<file path="src/rtl/barrier_field_collider_pkg.sv">
// Shared types and constants for the barrier field collider.
// Contents: default coordinate width and coordinate type, side-flag bit
// indices, and the scan controller state encoding.
package barrier_field_pkg;

  localparam int COORD_W_DEFAULT = 10;

  typedef logic [COORD_W_DEFAULT-1:0] coord_t;

  localparam int SIDE_LEFT   = 0;
  localparam int SIDE_RIGHT  = 1;
  localparam int SIDE_TOP    = 2;
  localparam int SIDE_BOTTOM = 3;

  typedef enum logic [1:0] {
    IDLE    = 2'd0,
    LATCH   = 2'd1,
    SCAN    = 2'd2,
    PUBLISH = 2'd3
  } state_t;

endpackage

</file>
<file path="src/rtl/barrier_field_collider_if.sv">
// Geometry and result bus for the barrier field collider.
// Object/barrier geometry flows from the master (position and bullet logic)
// into the slave (the collider). Side_Flags, Any_Collision, Barrier_Hit,
// scan_done and busy flow back from the slave.
interface barrier_field_collider_if
  import barrier_field_pkg::*;
#(
  parameter int NUM_BARRIERS = 4,
  parameter int NUM_OBJ      = 4,
  parameter int COORD_W      = COORD_W_DEFAULT
);
  logic [NUM_OBJ*COORD_W-1:0]      Obj_X, Obj_Y, Obj_Size;
  logic [NUM_OBJ-1:0]              Obj_En;
  logic [NUM_BARRIERS*COORD_W-1:0] Barrier_X, Barrier_Y;
  logic [NUM_BARRIERS*COORD_W-1:0] Barrier_Height_Halved, Barrier_Length_Halved;
  logic [NUM_BARRIERS-1:0]         Barrier_En;
  logic [NUM_OBJ*4-1:0]            Side_Flags;
  logic [NUM_OBJ-1:0]              Any_Collision;
  logic [NUM_BARRIERS-1:0]         Barrier_Hit;
  logic                            scan_done;
  logic                            busy;

  modport master (
    output Obj_X, Obj_Y, Obj_Size, Obj_En,
    output Barrier_X, Barrier_Y, Barrier_Height_Halved, Barrier_Length_Halved, Barrier_En,
    input  Side_Flags, Any_Collision, Barrier_Hit, scan_done, busy
  );

  modport slave (
    input  Obj_X, Obj_Y, Obj_Size, Obj_En,
    input  Barrier_X, Barrier_Y, Barrier_Height_Halved, Barrier_Length_Halved, Barrier_En,
    output Side_Flags, Any_Collision, Barrier_Hit, scan_done, busy
  );
endinterface

</file>
<file path="src/rtl/barrier_field_collider_box_overlap_side.sv">
// Combinational evaluator for one object box against one barrier rectangle.
// Ports: obj_x/obj_y/obj_s (centre and half-size), bar_x/bar_y/bar_h/bar_l
// (centre and half extents in Y and X); overlap (strict), side (one-hot
// {bottom,top,right,left}, zero when not overlapping).
module box_overlap_side
  import barrier_field_pkg::*;
#(
  parameter int COORD_W = COORD_W_DEFAULT
) (
  input  logic [COORD_W-1:0] obj_x,
  input  logic [COORD_W-1:0] obj_y,
  input  logic [COORD_W-1:0] obj_s,
  input  logic [COORD_W-1:0] bar_x,
  input  logic [COORD_W-1:0] bar_y,
  input  logic [COORD_W-1:0] bar_h,
  input  logic [COORD_W-1:0] bar_l,
  output logic               overlap,
  output logic [3:0]         side
);
  localparam int W1 = COORD_W + 1;

  logic signed [W1-1:0] dx, dy;
  logic [W1-1:0] adx, ady, sum_x, sum_y, px, py;

  always_comb begin
    dx    = $signed({1'b0, obj_x}) - $signed({1'b0, bar_x});
    dy    = $signed({1'b0, obj_y}) - $signed({1'b0, bar_y});
    adx   = dx[W1-1] ? W1'(-dx) : W1'(dx);
    ady   = dy[W1-1] ? W1'(-dy) : W1'(dy);
    sum_x = {1'b0, bar_l} + {1'b0, obj_s};
    sum_y = {1'b0, bar_h} + {1'b0, obj_s};
    // Penetration depths are only meaningful when overlapping.
    px    = sum_x - adx;
    py    = sum_y - ady;
    overlap = (adx < sum_x) && (ady < sum_y);
    side = '0;
    if (overlap) begin
      // Shallower axis wins; ties resolve horizontally, zero offset counts as right/bottom.
      if (px <= py) begin
        if (dx[W1-1]) side[SIDE_LEFT]  = 1'b1;
        else          side[SIDE_RIGHT] = 1'b1;
      end else begin
        if (dy[W1-1]) side[SIDE_TOP]    = 1'b1;
        else          side[SIDE_BOTTOM] = 1'b1;
      end
    end
  end
endmodule

</file>
<file path="src/rtl/barrier_field_collider.sv">
// Scans NUM_OBJ object boxes against NUM_BARRIERS barrier rectangles, one
// pair per Clk, after each frame_clk rising edge, and publishes per-object
// side flags, per-object any-hit and per-barrier hit flags.
// Ports: Clk, Reset (async, active high), frame_clk (asynchronous vsync),
// bus (slave side of barrier_field_collider_if).
// Optional macro BARRIER_FIELD_OVERRUN_CNT_EN adds overrun_cnt[7:0], a
// saturating count of frame edges dropped while a rescan was already pending.
//
// state   | meaning
// IDLE    | waiting for a frame edge
// LATCH   | snapshot inputs, clear shadow results
// SCAN    | evaluate one object/barrier pair per cycle, barrier-major
// PUBLISH | copy results out, pulse scan_done, rescan if pending
module barrier_field_collider
  import barrier_field_pkg::*;
#(
  parameter int NUM_BARRIERS = 4,
  parameter int NUM_OBJ      = 4,
  parameter int COORD_W      = COORD_W_DEFAULT
) (
  input  logic Clk,
  input  logic Reset,
  input  logic frame_clk,
  barrier_field_collider_if.slave bus
`ifdef BARRIER_FIELD_OVERRUN_CNT_EN
  , output logic [7:0] overrun_cnt
`endif
);
  localparam int NP   = NUM_BARRIERS * NUM_OBJ;
  localparam int PW   = $clog2(NP + 1);
  localparam int OB_W = (NUM_OBJ > 1) ? $clog2(NUM_OBJ) : 1;
  localparam int BB_W = (NUM_BARRIERS > 1) ? $clog2(NUM_BARRIERS) : 1;
  localparam logic [OB_W-1:0] OBJ_LAST = OB_W'(NUM_OBJ - 1);

  state_t state, state_nxt;
  logic   pending, pending_nxt;
  logic [2:0] sync_q;
  logic   frame_edge;

  logic [NUM_OBJ*COORD_W-1:0]      obj_x_q, obj_y_q, obj_s_q;
  logic [NUM_OBJ-1:0]              obj_en_q;
  logic [NUM_BARRIERS*COORD_W-1:0] bar_x_q, bar_y_q, bar_h_q, bar_l_q;
  logic [NUM_BARRIERS-1:0]         bar_en_q;

  logic [OB_W-1:0] obj_idx;
  logic [BB_W-1:0] bar_idx;
  logic [PW-1:0]   pairs_left;
  logic            last_pair;

  logic [NUM_OBJ*4-1:0]    shadow_side, side_nxt, out_side;
  logic [NUM_BARRIERS-1:0] shadow_hit, hit_nxt, out_hit;

  logic       pair_overlap, pair_hit;
  logic [3:0] pair_side;

  assign frame_edge = sync_q[1] & ~sync_q[2];
  assign last_pair  = (pairs_left == PW'(1));

  box_overlap_side #(.COORD_W(COORD_W)) u_pair (
    .obj_x   (obj_x_q[obj_idx*COORD_W +: COORD_W]),
    .obj_y   (obj_y_q[obj_idx*COORD_W +: COORD_W]),
    .obj_s   (obj_s_q[obj_idx*COORD_W +: COORD_W]),
    .bar_x   (bar_x_q[bar_idx*COORD_W +: COORD_W]),
    .bar_y   (bar_y_q[bar_idx*COORD_W +: COORD_W]),
    .bar_h   (bar_h_q[bar_idx*COORD_W +: COORD_W]),
    .bar_l   (bar_l_q[bar_idx*COORD_W +: COORD_W]),
    .overlap (pair_overlap),
    .side    (pair_side)
  );

  assign pair_hit = pair_overlap & obj_en_q[obj_idx] & bar_en_q[bar_idx];

  always_comb begin
    side_nxt = shadow_side;
    hit_nxt  = shadow_hit;
    if (pair_hit) begin
      side_nxt[obj_idx*4 +: 4] = shadow_side[obj_idx*4 +: 4] | pair_side;
      hit_nxt[bar_idx]         = 1'b1;
    end
  end

  always_comb begin
    state_nxt   = state;
    pending_nxt = pending;
    case (state)
      IDLE:    if (frame_edge) state_nxt = LATCH;
      LATCH: begin
        state_nxt = SCAN;
        if (frame_edge) pending_nxt = 1'b1;
      end
      SCAN: begin
        if (last_pair) state_nxt = PUBLISH;
        if (frame_edge) pending_nxt = 1'b1;
      end
      PUBLISH: begin
        // An edge landing in PUBLISH itself is folded into the immediate rescan.
        state_nxt   = (pending || frame_edge) ? LATCH : IDLE;
        pending_nxt = 1'b0;
      end
      default: state_nxt = IDLE;
    endcase
  end

  always_ff @(posedge Clk or posedge Reset) begin
    if (Reset) begin
      state       <= IDLE;
      pending     <= 1'b0;
      sync_q      <= '0;
      obj_x_q     <= '0;
      obj_y_q     <= '0;
      obj_s_q     <= '0;
      obj_en_q    <= '0;
      bar_x_q     <= '0;
      bar_y_q     <= '0;
      bar_h_q     <= '0;
      bar_l_q     <= '0;
      bar_en_q    <= '0;
      obj_idx     <= '0;
      bar_idx     <= '0;
      pairs_left  <= '0;
      shadow_side <= '0;
      shadow_hit  <= '0;
      out_side    <= '0;
      out_hit     <= '0;
    end else begin
      state   <= state_nxt;
      pending <= pending_nxt;
      sync_q  <= {sync_q[1:0], frame_clk};
      case (state)
        LATCH: begin
          obj_x_q     <= bus.Obj_X;
          obj_y_q     <= bus.Obj_Y;
          obj_s_q     <= bus.Obj_Size;
          obj_en_q    <= bus.Obj_En;
          bar_x_q     <= bus.Barrier_X;
          bar_y_q     <= bus.Barrier_Y;
          bar_h_q     <= bus.Barrier_Height_Halved;
          bar_l_q     <= bus.Barrier_Length_Halved;
          bar_en_q    <= bus.Barrier_En;
          obj_idx     <= '0;
          bar_idx     <= '0;
          pairs_left  <= PW'(NP);
          shadow_side <= '0;
          shadow_hit  <= '0;
        end
        SCAN: begin
          shadow_side <= side_nxt;
          shadow_hit  <= hit_nxt;
          pairs_left  <= pairs_left - 1'b1;
          if (obj_idx == OBJ_LAST) begin
            obj_idx <= '0;
            bar_idx <= bar_idx + 1'b1;
          end else begin
            obj_idx <= obj_idx + 1'b1;
          end
          // Outputs load together with the final pair so they are valid during PUBLISH.
          if (last_pair) begin
            out_side <= side_nxt;
            out_hit  <= hit_nxt;
          end
        end
        default: ;
      endcase
    end
  end

`ifdef BARRIER_FIELD_OVERRUN_CNT_EN
  // pending is never set in IDLE, so this covers every dropped edge.
  always_ff @(posedge Clk or posedge Reset) begin
    if (Reset)
      overrun_cnt <= '0;
    else if (frame_edge && pending && overrun_cnt != 8'hFF)
      overrun_cnt <= overrun_cnt + 8'd1;
  end
`endif

  genvar gi;
  generate
    for (gi = 0; gi < NUM_OBJ; gi++) begin : g_any
      assign bus.Any_Collision[gi] = |out_side[gi*4 +: 4];
    end
  endgenerate

  assign bus.Side_Flags  = out_side;
  assign bus.Barrier_Hit = out_hit;
  assign bus.scan_done   = (state == PUBLISH);
  assign bus.busy        = (state != IDLE);
endmodule

</file>
<file path="src/flat_wrapper.sv">
// flat-port wrapper written by rule: the top's interface ports become plain ports
module barrier_field_collider_flat import barrier_field_pkg::*;
#(
  parameter int NUM_BARRIERS = 4,
  parameter int NUM_OBJ      = 4,
  parameter int COORD_W      = COORD_W_DEFAULT
)
  (Clk, Reset, frame_clk, bus_Obj_X, bus_Obj_Y, bus_Obj_Size, bus_Obj_En, bus_Barrier_X, bus_Barrier_Y, bus_Barrier_Height_Halved, bus_Barrier_Length_Halved, bus_Barrier_En, bus_Side_Flags, bus_Any_Collision, bus_Barrier_Hit, bus_scan_done, bus_busy);
  barrier_field_collider_if #(.NUM_BARRIERS(NUM_BARRIERS), .NUM_OBJ(NUM_OBJ), .COORD_W(COORD_W)) bus_i ();
  input  logic Clk;
  input  logic Reset;
  input  logic frame_clk;
  input wire logic [$bits(bus_i.Obj_X)-1:0] bus_Obj_X;
  input wire logic [$bits(bus_i.Obj_Y)-1:0] bus_Obj_Y;
  input wire logic [$bits(bus_i.Obj_Size)-1:0] bus_Obj_Size;
  input wire logic [$bits(bus_i.Obj_En)-1:0] bus_Obj_En;
  input wire logic [$bits(bus_i.Barrier_X)-1:0] bus_Barrier_X;
  input wire logic [$bits(bus_i.Barrier_Y)-1:0] bus_Barrier_Y;
  input wire logic [$bits(bus_i.Barrier_Height_Halved)-1:0] bus_Barrier_Height_Halved;
  input wire logic [$bits(bus_i.Barrier_Length_Halved)-1:0] bus_Barrier_Length_Halved;
  input wire logic [$bits(bus_i.Barrier_En)-1:0] bus_Barrier_En;
  output wire logic [$bits(bus_i.Side_Flags)-1:0] bus_Side_Flags;
  output wire logic [$bits(bus_i.Any_Collision)-1:0] bus_Any_Collision;
  output wire logic [$bits(bus_i.Barrier_Hit)-1:0] bus_Barrier_Hit;
  output wire logic [$bits(bus_i.scan_done)-1:0] bus_scan_done;
  output wire logic [$bits(bus_i.busy)-1:0] bus_busy;
  assign bus_i.Obj_X = bus_Obj_X;
  assign bus_i.Obj_Y = bus_Obj_Y;
  assign bus_i.Obj_Size = bus_Obj_Size;
  assign bus_i.Obj_En = bus_Obj_En;
  assign bus_i.Barrier_X = bus_Barrier_X;
  assign bus_i.Barrier_Y = bus_Barrier_Y;
  assign bus_i.Barrier_Height_Halved = bus_Barrier_Height_Halved;
  assign bus_i.Barrier_Length_Halved = bus_Barrier_Length_Halved;
  assign bus_i.Barrier_En = bus_Barrier_En;
  assign bus_Side_Flags = bus_i.Side_Flags;
  assign bus_Any_Collision = bus_i.Any_Collision;
  assign bus_Barrier_Hit = bus_i.Barrier_Hit;
  assign bus_scan_done = bus_i.scan_done;
  assign bus_busy = bus_i.busy;
  barrier_field_collider #(.NUM_BARRIERS(NUM_BARRIERS), .NUM_OBJ(NUM_OBJ), .COORD_W(COORD_W)) u_core (.Clk(Clk), .Reset(Reset), .frame_clk(frame_clk), .bus(bus_i));
endmodule
</file>
<file path="config.mk">
export PLATFORM = sky130hd
export DESIGN_NAME = barrier_field_collider_flat
export DESIGN_NICKNAME = d
export VERILOG_FILES = /design/src/rtl/barrier_field_collider_pkg.sv /design/src/rtl/barrier_field_collider_if.sv /design/src/rtl/barrier_field_collider_box_overlap_side.sv /design/src/rtl/barrier_field_collider.sv /design/src/flat_wrapper.sv
export SDC_FILE = /design/constraint.sdc
export NUM_CORES = 1
export LEC_CHECK = 0
export CORE_UTILIZATION = 40
export CTS_CLUSTER_SIZE = 12
export DETAILED_ROUTE_END_ITERATION = 16
export GPL_ROUTABILITY_DRIVEN = 0
export SLEW_MARGIN = 30
export SYNTH_ARGS = -nofsm -noshare
export SYNTH_HDL_FRONTEND = slang
export SYNTH_SLANG_ARGS = --single-unit
</file>
<file path="constraint.sdc">
create_clock -name Clk -period 13.8 [get_ports Clk]
set_input_delay 1.38 -clock Clk [delete_from_list [all_inputs] [get_ports Clk]]
set_output_delay 1.38 -clock Clk [all_outputs]
set_load 0.01 [all_outputs]
</file>
* Word-level counts from Yosys, hierarchy flattened
Cells that the tools add are included.
** Word-level totals
- Flip-flop bits (word level) :: 343
- Bits in latches :: 0
- Bits in writable memories :: 0
- Bits in read-only memories :: 0
- Input port bits :: 291
- Output and inout port bits :: 26
- Logic and storage cells :: 111
- Memories kept :: 0
** Operators by class
- Add/subtract/negate cells :: 12
- Multiply operators :: 2
- Div/mod/pow operators :: 0
- Magnitude comparators :: 6
- Equality and inequality tests :: 9
- Shift operators :: 10
- Multiplexer cells :: 31
- Bitwise gates (word level) :: 6
- Reductions and logical operators :: 16
** Operators with widths (count)
- variable part select 40 x 7 -> 10 bit :: 7
- negation 4 -> 34 bit :: 1
- variable shift 4 x 34 -> 16 bit (first input constant) :: 1
- variable part select 4 x 34 -> 16 bit :: 1
- case mux 16 bit (2 select lines) :: 1
- adder 10 x 10 -> 11 bit :: 2
- < comparator 11 bit :: 2
- two-way mux 11 bit :: 2
- negation 11 bit :: 2
- subtractor 10 x 10 -> 11 bit :: 2
- subtractor 11 bit :: 2
- bitwise mux 16 bit :: 1
- two-way mux 16 bit :: 1
- OR reduction 4 bit :: 4
- variable part select 16 x 5 -> 4 bit :: 1
- two-way mux 2 bit :: 6
- less-or-equal comparator 11 bit :: 1
- multiplier 2 x 3 -> 5 bit (second input constant) :: 2
- case mux 5 bit (2 select lines) :: 1
- two-way mux 1 bit :: 9
- two-way mux 4 bit :: 2
- inequality test 2 x 1 -> 1 bit (second input constant) :: 4
- bitwise OR 4 bit :: 2
- case mux 2 bit (2 select lines) :: 2
- 20 further kinds :: 33

* Depth between registers and ports, before layout
Gate-level depths: netlist (run 1).
- Word-level depth :: 14
- Depth in mapped cells :: 33
- Mapped depth without buffers :: 30

* Modules after synthesis
From an unflattened synthesis (run 1), not the netlist that was laid out.
** Unflattened totals
- Cell total of the unflattened synthesis :: 1435
- Area total of the unflattened synthesis :: 18471.5 µm²
** By module, submodules not included
- barrier_field_collider :: instances 1, cells an instance 982, area an instance 15078.2 µm², seq. area each 8583.2 µm²
- box_overlap_side :: instances 1, cells an instance 453, area an instance 3393.3 µm², seq. area each 0.0 µm²

* Worst setup path before layout (run 1)
Ideal clock, no wire load.
- Kind :: register -> register
- Start :: reg u_core.obj_idx[0]
- End :: reg u_core.out_side[8], in the netlist u_core.bus.Side_Flags[8]
- Setup time :: 0.077 ns
- Data arrival time :: 7.471 ns
- Data required time :: 13.723 ns
- Path slack :: 6.251 ns
- Stages on the path, launching flop included :: 32
- Path buffers :: 4
- Period minus slack after synthesis :: 7.549 ns
- Cells stage by stage :: dfrtp_1 > buf_2 > clkbuf_1 > buf_1 > mux4_2 > fa_1 > a21oi_1 > o21ai_0 > a2111oi_0 > nor2_1 > a31o_2 > clkbuf_1 > nor2_1 > xor2_1 > ha_1 > nor2b_1 > o21ai_0 > a21boi_0 > o21ai_0 > a21oi_1 > o21ai_0 > or4b_2 > o311ai_0 > ha_1 > nand2_1 > nor2_1 > a211oi_1 > o2111ai_1 > nand2_1 > a31oi_1 > or4b_1 > a21oi_1
** Between the ends
- Longest elaborated chain between the ends :: 13
- Elaborated cells between the ends (all ways) :: 36
- Those cells by class :: 9 x add/sub; 1 x mul; 3 x order compare; 6 x shift; 13 x mux; 3 x bitwise; 1 x reduce/logical
** RTL lines
- start: declaration :: line barrier_field_collider.sv:45 : logic [OB_W-1:0] obj_idx;
- start signal: assignment :: line barrier_field_collider.sv:154 : obj_idx <= obj_idx + 1'b1;
- multiplier 2 x 3 -> 5 bit :: line barrier_field_collider.sv:60, barrier_field_collider.sv:61, barrier_field_collider.sv:62
- variable part select 40 x 7 -> 10 bit (on tied branches) :: line barrier_field_collider.sv:60, barrier_field_collider.sv:61
- subtractor 10 x 10 -> 11 bit (on tied branches) :: line barrier_field_collider_box_overlap_side.sv:26, barrier_field_collider_box_overlap_side.sv:27
- negation 11 bit (on tied branches) :: line barrier_field_collider_box_overlap_side.sv:28, barrier_field_collider_box_overlap_side.sv:29
- two-way mux 11 bit (on tied branches) :: line barrier_field_collider_box_overlap_side.sv:28, barrier_field_collider_box_overlap_side.sv:29
- subtractor 11 bit (on tied branches) :: line barrier_field_collider_box_overlap_side.sv:33, barrier_field_collider_box_overlap_side.sv:34
- less-or-equal comparator 11 bit :: line barrier_field_collider_box_overlap_side.sv:39 : if (px <= py) begin
- two-way mux 2 bit :: line barrier_field_collider_box_overlap_side.sv:39
- two-way mux 4 bit :: line barrier_field_collider_box_overlap_side.sv:37 : if (overlap) begin
- bitwise OR 4 bit :: line barrier_field_collider.sv:77 : side_nxt[obj_idx*4 +: 4] = shadow_side[obj_idx*4 +: 4] | pair_side;
- variable part select 4 x 34 -> 16 bit :: line barrier_field_collider.sv:77
- bitwise mux 16 bit :: line barrier_field_collider.sv:77
- two-way mux 16 bit * :: line barrier_field_collider.sv:76 : if (pair_hit) begin
- end signal: assignment :: line barrier_field_collider.sv:158 : out_side <= side_nxt;
- end: declaration :: line barrier_field_collider.sv:50 : logic [NUM_OBJ*4-1:0] shadow_side, side_nxt, out_side;
Every way passes the cells marked *; elsewhere a longest branch is shown, timed or not. The select of a mux whose other input is x is not followed.
A chain may end at the register's enable or synchronous reset.

* Worst setup path in the final report (run 1)
- Start :: reg u_core.obj_idx[0]
- End :: reg u_core.out_side[9], in the netlist u_core.bus.Side_Flags[9]
Same word-level chain as after synthesis.

==> results of run 1 <==
## Yosys cell counts (all sizes together) (11+ instances only)
master / instances
clkbuf: 43
o21ai: 55
nor2b: 11
mux4: 76
a22o: 13
dfrtp: 343
nand2b: 12
ha: 91
nor2: 48
xor2: 22
xnor2: 37
a31oi: 13
a21o: 19
buf: 18
a21oi: 63
nand2: 39
inv: 72
mux2: 288
## flip-flops by register name, indices dropped and copies added, names as in the netlist
signal / flops
u_core.bar_idx: 2
u_core.bar_y_q: 40
u_core.bus.Side_Flags: 16
u_core.shadow_side: 16
u_core.bar_en_q: 4
u_core.shadow_hit: 4
u_core.pairs_left: 5
u_core.obj_y_q: 40
u_core.bar_x_q: 40
u_core.state: 2
u_core.pending: 1
u_core.bar_l_q: 40
u_core.sync_q: 3
u_core.obj_en_q: 4
u_core.bus.Barrier_Hit: 4
u_core.bar_h_q: 40
u_core.obj_s_q: 40
u_core.obj_x_q: 40
u_core.obj_idx: 2
## stage by stage
step | setup WS, ns | utilization [%]
floorplan | 2.912 | -
global placement | 5.747 | 49.28
detailed placement | 5.573 | 49.29
CTS | 5.528 | 52.37
global route | 4.810 | 52.45
finish | 5.605 | 52.45
## path summary, 6_finish.rpt
kind | from | end | slack [ns] | cells after the start
hold reg to reg | u_core.sync_q[0] | u_core.sync_q[1] | 0.35 | 0
max in group asynchronous | Reset | u_core.bar_h_q[13] | 10.68 | 4
setup reg to reg | u_core.obj_idx[0] | u_core.bus.Side_Flags[9] | 5.60 | 31
setup / recovery | u_core.obj_idx[0] | u_core.bus.Side_Flags[9] | 5.60 | 31
hold / removal | u_core.sync_q[0] | u_core.sync_q[1] | 0.35 | 0
min in group asynchronous | Reset | u_core.obj_x_q[5] | 1.31 | 2
## logic make-up (layout without fill, tap and decap cells)
kind of cell	Yosys count	count (layout)	share of synthesized area, %
DFF	343	343	47.39
muxes	364	364	27.36
xor gates and xnor gates	59	59	2.853
AOI/OAI and AO/OA	219	219	7.696
adders and majority gates	97	97	6.949
other	0	5	0
buffers and inverters	133	471	2.777
and+or+nand+nor	172	172	4.981
## metal layers
metal	GRT usage [%]	wire length (microns)
met5	0	40
met4	6.857	1261
met3	5.081	2871
met1	26.68	20300
met2	34.33	22780
## worst max-delay path: cells and delay by family, from the launching register on
family / cells / cell delay (ns)
adders and majority gates: 4 / 1.16
xor gates and xnor gates: 1 / 0.17
DFF: 1 / 0.64
and+or+nand+nor: 8 / 1.82
buffers and inverters: 3 / 0.73
AOI/OAI and AO/OA: 14 / 2.99
muxes: 1 / 0.58
## final cells by class
class,instances,area [sq um]
clock buffers,63,1227
fillers,3778,21120
repair buffers,326,3257
multi-input cells,911,9045
flip-flops and latches,343,8591
clock inverters,10,140.1
well taps,592,740.7
diodes,5,12.51
inverters,72,282.8
==> results.sh, run 1 <==
export IMPL_clkTransAtPathRegs_ns=0.06
export IMPL_fmax_mhz=122.0
export IMPL_coreArea_sq_um=44410
export IMPL_tns_ns=0
export IMPL_worst_path_max_fanout=30
export IMPL_start_util_pct=40.78
export IMPL_drv_cap=0
export IMPL_grt_first_pass_wirelength_microns=74350
export IMPL_antenna_found_initial=8
export IMPL_yosys_register_bits=343
export IMPL_rsz0062_at_grt="no"
export IMPL_postLayoutCellArea_sq_um=23300
export IMPL_final_nets=2082
export IMPL_dr_total_vias=12280
export IMPL_cp_end_kind="flip-flop"
export IMPL_post_cts_buffers=0
export IMPL_fin_crit_ns=8.195
export IMPL_fin_cells=2322
export IMPL_syn_nets=1775
export IMPL_die_h_microns=214.8
export IMPL_ys_seq_area_share_pct=47.39
export IMPL_hold_path_class="flip-flop to flip-flop"
export IMPL_synth_top_cell_by_area="dfrtp_1"
export IMPL_timing_final_crit_share_pct=59.38
export IMPL_cts_sink_count=343
export IMPL_place_inst=2244
export IMPL_vias_per_cell=5.290
export IMPL_final_cell_mix="dfrtp_1 (339), clkdlybuf4s50_1 (316), mux2_2 (288), ha_1 (90), mux4_2 (76)"
export IMPL_grt_usage_pct=20.77
export IMPL_ant_nets=0
export IMPL_place_area_sq_um=21890
export IMPL_cts_resized=0
export IMPL_clock_latency_ns=0.56
export IMPL_synth_edf_count=0
export IMPL_grt_max_degree=126
export IMPL_required_ns=14.27
export IMPL_yosysTopAreaCellShare_pct=47.39
export IMPL_die_x_microns=214.8
export IMPL_maxSlewHeadroom_pct=36.25
export IMPL_postCtsHoldBufs=0
export IMPL_place_detailed_hpwl_microns=34960
export IMPL_critical_path_class="flip-flop to flip-flop"
export IMPL_port_buffers=316
export IMPL_finalWirelength_microns=47260
export IMPL_setup_viol=0
export IMPL_fin_hold_ws_ns=0.3512
export IMPL_cts_root_buf="clkbuf_16"
export IMPL_h_tree_depth=2
export IMPL_drt_iter0_markers=635
export IMPL_cts_tree="built"
export IMPL_layout_commonest_cell="dfrtp_1"
export IMPL_syn_to_final_growth_pct=28.62
export IMPL_drc=0
export IMPL_gr_total_overflow=0
export IMPL_cts_buffers=40
export IMPL_finalClockSkew_ns=0.02235
export IMPL_std_cell_rows=77
export IMPL_start_kind="flip-flop"
export IMPL_final_max_slew_viol_count=0
export IMPL_syn_cell_area_sq_um=18110
export IMPL_async_flop_share_pct=100.0
export IMPL_crit_top_cell="o21ai_0"
export IMPL_critPathMaxStageDelay_ns=0.64
export IMPL_clockBufferDepth=3
export IMPL_first_pass_iters=5
export IMPL_synth_warnings=0
export IMPL_dieArea_sq_um=46140
export IMPL_syn_instance_count=1387
export IMPL_critPathSlowestCell="dfrtp_2"
export IMPL_run_status="completed"
export IMPL_grt_pass1_vias=13210
export IMPL_wl_per_cell_microns=20.35
export IMPL_synth_area_leaders="dfrtp_1 (47%), mux2_2 (18%), mux4_2 (9.5%)"
export IMPL_synthFlopType="dfrtp_1"
export IMPL_hold_viol_final=0
export IMPL_avgSynthCellArea_sq_um=13.06
export IMPL_drive_gt1_share_pct=26.84
export IMPL_io_pins=317
export IMPL_tightest_slew_ns=0.9522
export IMPL_critical_path_arrival_ns=8.67
export IMPL_synthDistinctLibCells=62
Power of run 1 is not shown: default switching activity piles up to over one toggle a cycle in this logic, so the estimate is an artifact.
==> inputs of run 2 (changes only) <==
==> constraint.sdc (replaced) <==
create_clock -name Clk -period 8.35 [get_ports Clk]
set_input_delay 0.835 -clock Clk [delete_from_list [all_inputs] [get_ports Clk]]
set_output_delay 0.835 -clock Clk [all_outputs]
set_load 0.01 [all_outputs]
==> run 2 against run 1 <==
Compared with the run above:
- non-clock buffer count up 7
- largest cell class unchanged
- global-route usage is 0.15 points lower
- critical endpoint is now u_core.bus.Side_Flags[8]
- maximum frequency rose by 7.7%
- utilization decreased by 0.062 points
- hold slack better by 0.014 ns
- critical path type unchanged
- clock skew fell by 0.0076 ns
- final cell count is 0.13% lower
- sequential share of layout area hardly changed
- count of clock-buffer cells in the layout shrank 9
- worst setup slack lost 4.9 ns
==> results.sh, run 2 (synthesis results as in run 1) <==
export IMPL_antenna_found_initial=5
export IMPL_std_cell_rows=77
export IMPL_clock_latency_ns=0.57
export IMPL_timing_final_crit_share_pct=91.12
export IMPL_dr_total_vias=12250
export IMPL_drc=0
export IMPL_finalWirelength_microns=46730
export IMPL_drv_cap=0
export IMPL_r2r_end="u_core.bus.Side_Flags[8]"
export IMPL_grt_max_degree=177
export IMPL_critical_path_arrival_ns=8.09
export IMPL_first_pass_iters=4
export IMPL_wl_per_cell_microns=20.15
export IMPL_hold_viol_final=0
export IMPL_hold_path_class="flip-flop to flip-flop"
export IMPL_dp_slack_ns=0.9089
export IMPL_coreArea_sq_um=44410
export IMPL_fillers=3819
export IMPL_drive_gt1_share_pct=26.78
export IMPL_grt_pass1_vias=13010
export IMPL_start_kind="flip-flop"
export IMPL_final_cell_mix="dfrtp_1 (339), clkdlybuf4s50_1 (316), mux2_2 (288), ha_1 (90), mux4_2 (76)"
export IMPL_cp_end_kind="flip-flop"
export IMPL_worst_path_max_fanout=11
export IMPL_vias_per_cell=5.283
export IMPL_cts_root_buf="clkbuf_16"
export IMPL_critPathMaxStageDelay_ns=0.60
export IMPL_fin_hold_ws_ns=0.3648
export IMPL_maxSlewHeadroom_pct=36.31
export IMPL_timing_rr_start="u_core.obj_idx[0]"
export IMPL_port_buffers=316
export IMPL_tns_ns=0
export IMPL_reg2reg_slack_ns=0.74
export IMPL_final_setup_worst_slack_ns=0.7415
export IMPL_whs_endpoint="u_core.sync_q[1]"
export IMPL_postCtsHoldBufs=0
export IMPL_dieArea_sq_um=46140
export IMPL_run_status="completed"
export IMPL_rr_worst_depth=30
export IMPL_cts_resized=0
export IMPL_min_path_cells=0
export IMPL_cts_tree="built"
export IMPL_timing_hold_worst_start="u_core.sync_q[0]"
export IMPL_clockBufferDepth=3
export IMPL_final_nets=2088
export IMPL_drt_iter0_markers=700
export IMPL_post_cts_buffers=0
export IMPL_clkTransAtPathRegs_ns=0.06
export IMPL_cts_buffers=39
export IMPL_syn_to_final_growth_pct=28.47
export IMPL_fmax_mhz=131.4
export IMPL_h_tree_depth=2
export IMPL_tightest_slew_ns=0.9553
export IMPL_rsz0062_at_grt="no"
export IMPL_multi_input_area_sq_um=9039
export IMPL_place_detailed_hpwl_microns=35210
export IMPL_setup_viol=0
export IMPL_required_ns=8.84
export IMPL_die_x_microns=214.8
export IMPL_critPathSlowestCell="or4b_2"
export IMPL_grt_usage_pct=20.62
export IMPL_regArea_sq_um=8591
export IMPL_gr_total_overflow=0
export IMPL_finalClockSkew_ns=0.01479
export IMPL_cts_sink_count=343
export IMPL_ant_nets=0
export IMPL_critical_path_class="flip-flop to flip-flop"
export IMPL_die_h_microns=214.8
export IMPL_start_util_pct=40.78
export IMPL_layout_commonest_cell="dfrtp_1"
export IMPL_fin_crit_ns=7.608
export IMPL_crit_top_cell="o21ai_0"
export IMPL_io_pins=317
export IMPL_final_max_slew_viol_count=0
export IMPL_final_util_pct=52.39
export IMPL_grt_first_pass_wirelength_microns=73500
==> run 2: worst max path at each step <==
stage,startpoint,end,slack [ns],cells after the start
global placement,u_core.obj_idx[0],u_core.bus.Side_Flags[8],1.04,30
global route,u_core.obj_idx[0],u_core.bus.Side_Flags[9],0.09,30
finish,u_core.obj_idx[0],u_core.bus.Side_Flags[8],0.74,30
floorplan,u_core.obj_idx[0],u_core.bus.Side_Flags[8],0.80,31
detailed placement,u_core.obj_idx[0],u_core.bus.Side_Flags[8],0.91,30
CTS,u_core.obj_idx[0],u_core.bus.Side_Flags[8],0.75,30
==> run 2: final cells by class <==
| class | instances | area share (%) |
|---|---|---|
| Inverter | 72 | 1.178 |
| Clock inverter | 12 | 0.7582 |
| Clock buffer | 54 | 4.694 |
| Antenna cell | 2 | 0.02151 |
| Sequential cell | 343 | 36.92 |
| Tap cell | 592 | 3.183 |
| Multi-Input combinational cell | 911 | 38.84 |
| Timing Repair Buffer | 333 | 14.40 |
==> run 2: per-stage QoR <==
stage	instance area (sq um)	std cells
6_report	23270	2319
5_1_grt	23270	2318
4_1_cts	23210	2315
3_5_place_dp	21940	2249
3_3_place_gp	21920	2248
2_1_floorplan	18120	1387
==> run 2: metal layers <==
layer / vias up / part of all wire (%) / global-route usage, %
met5: - / 0.075 / 0
met4: 6 / 2.4 / 6.262
met3: 77 / 5.7 / 4.657
met2: 280 / 49 / 34.41
met1: 6171 / 43 / 26.67
li1: 5718 / - / -
==> run 2: critical path, delay by kind of cell, from the launching register on <==
kind	cells	cell delay [ns]
adders and majority gates	4	1.18
DFF	1	0.56
xor gates and xnor gates	1	0.16
buffers and inverters	2	0.13
AOI/OAI and AO/OA	14	3.05
and+or+nand+nor	8	1.88
muxes	1	0.55
Power of run 2 is left out for the same reason.
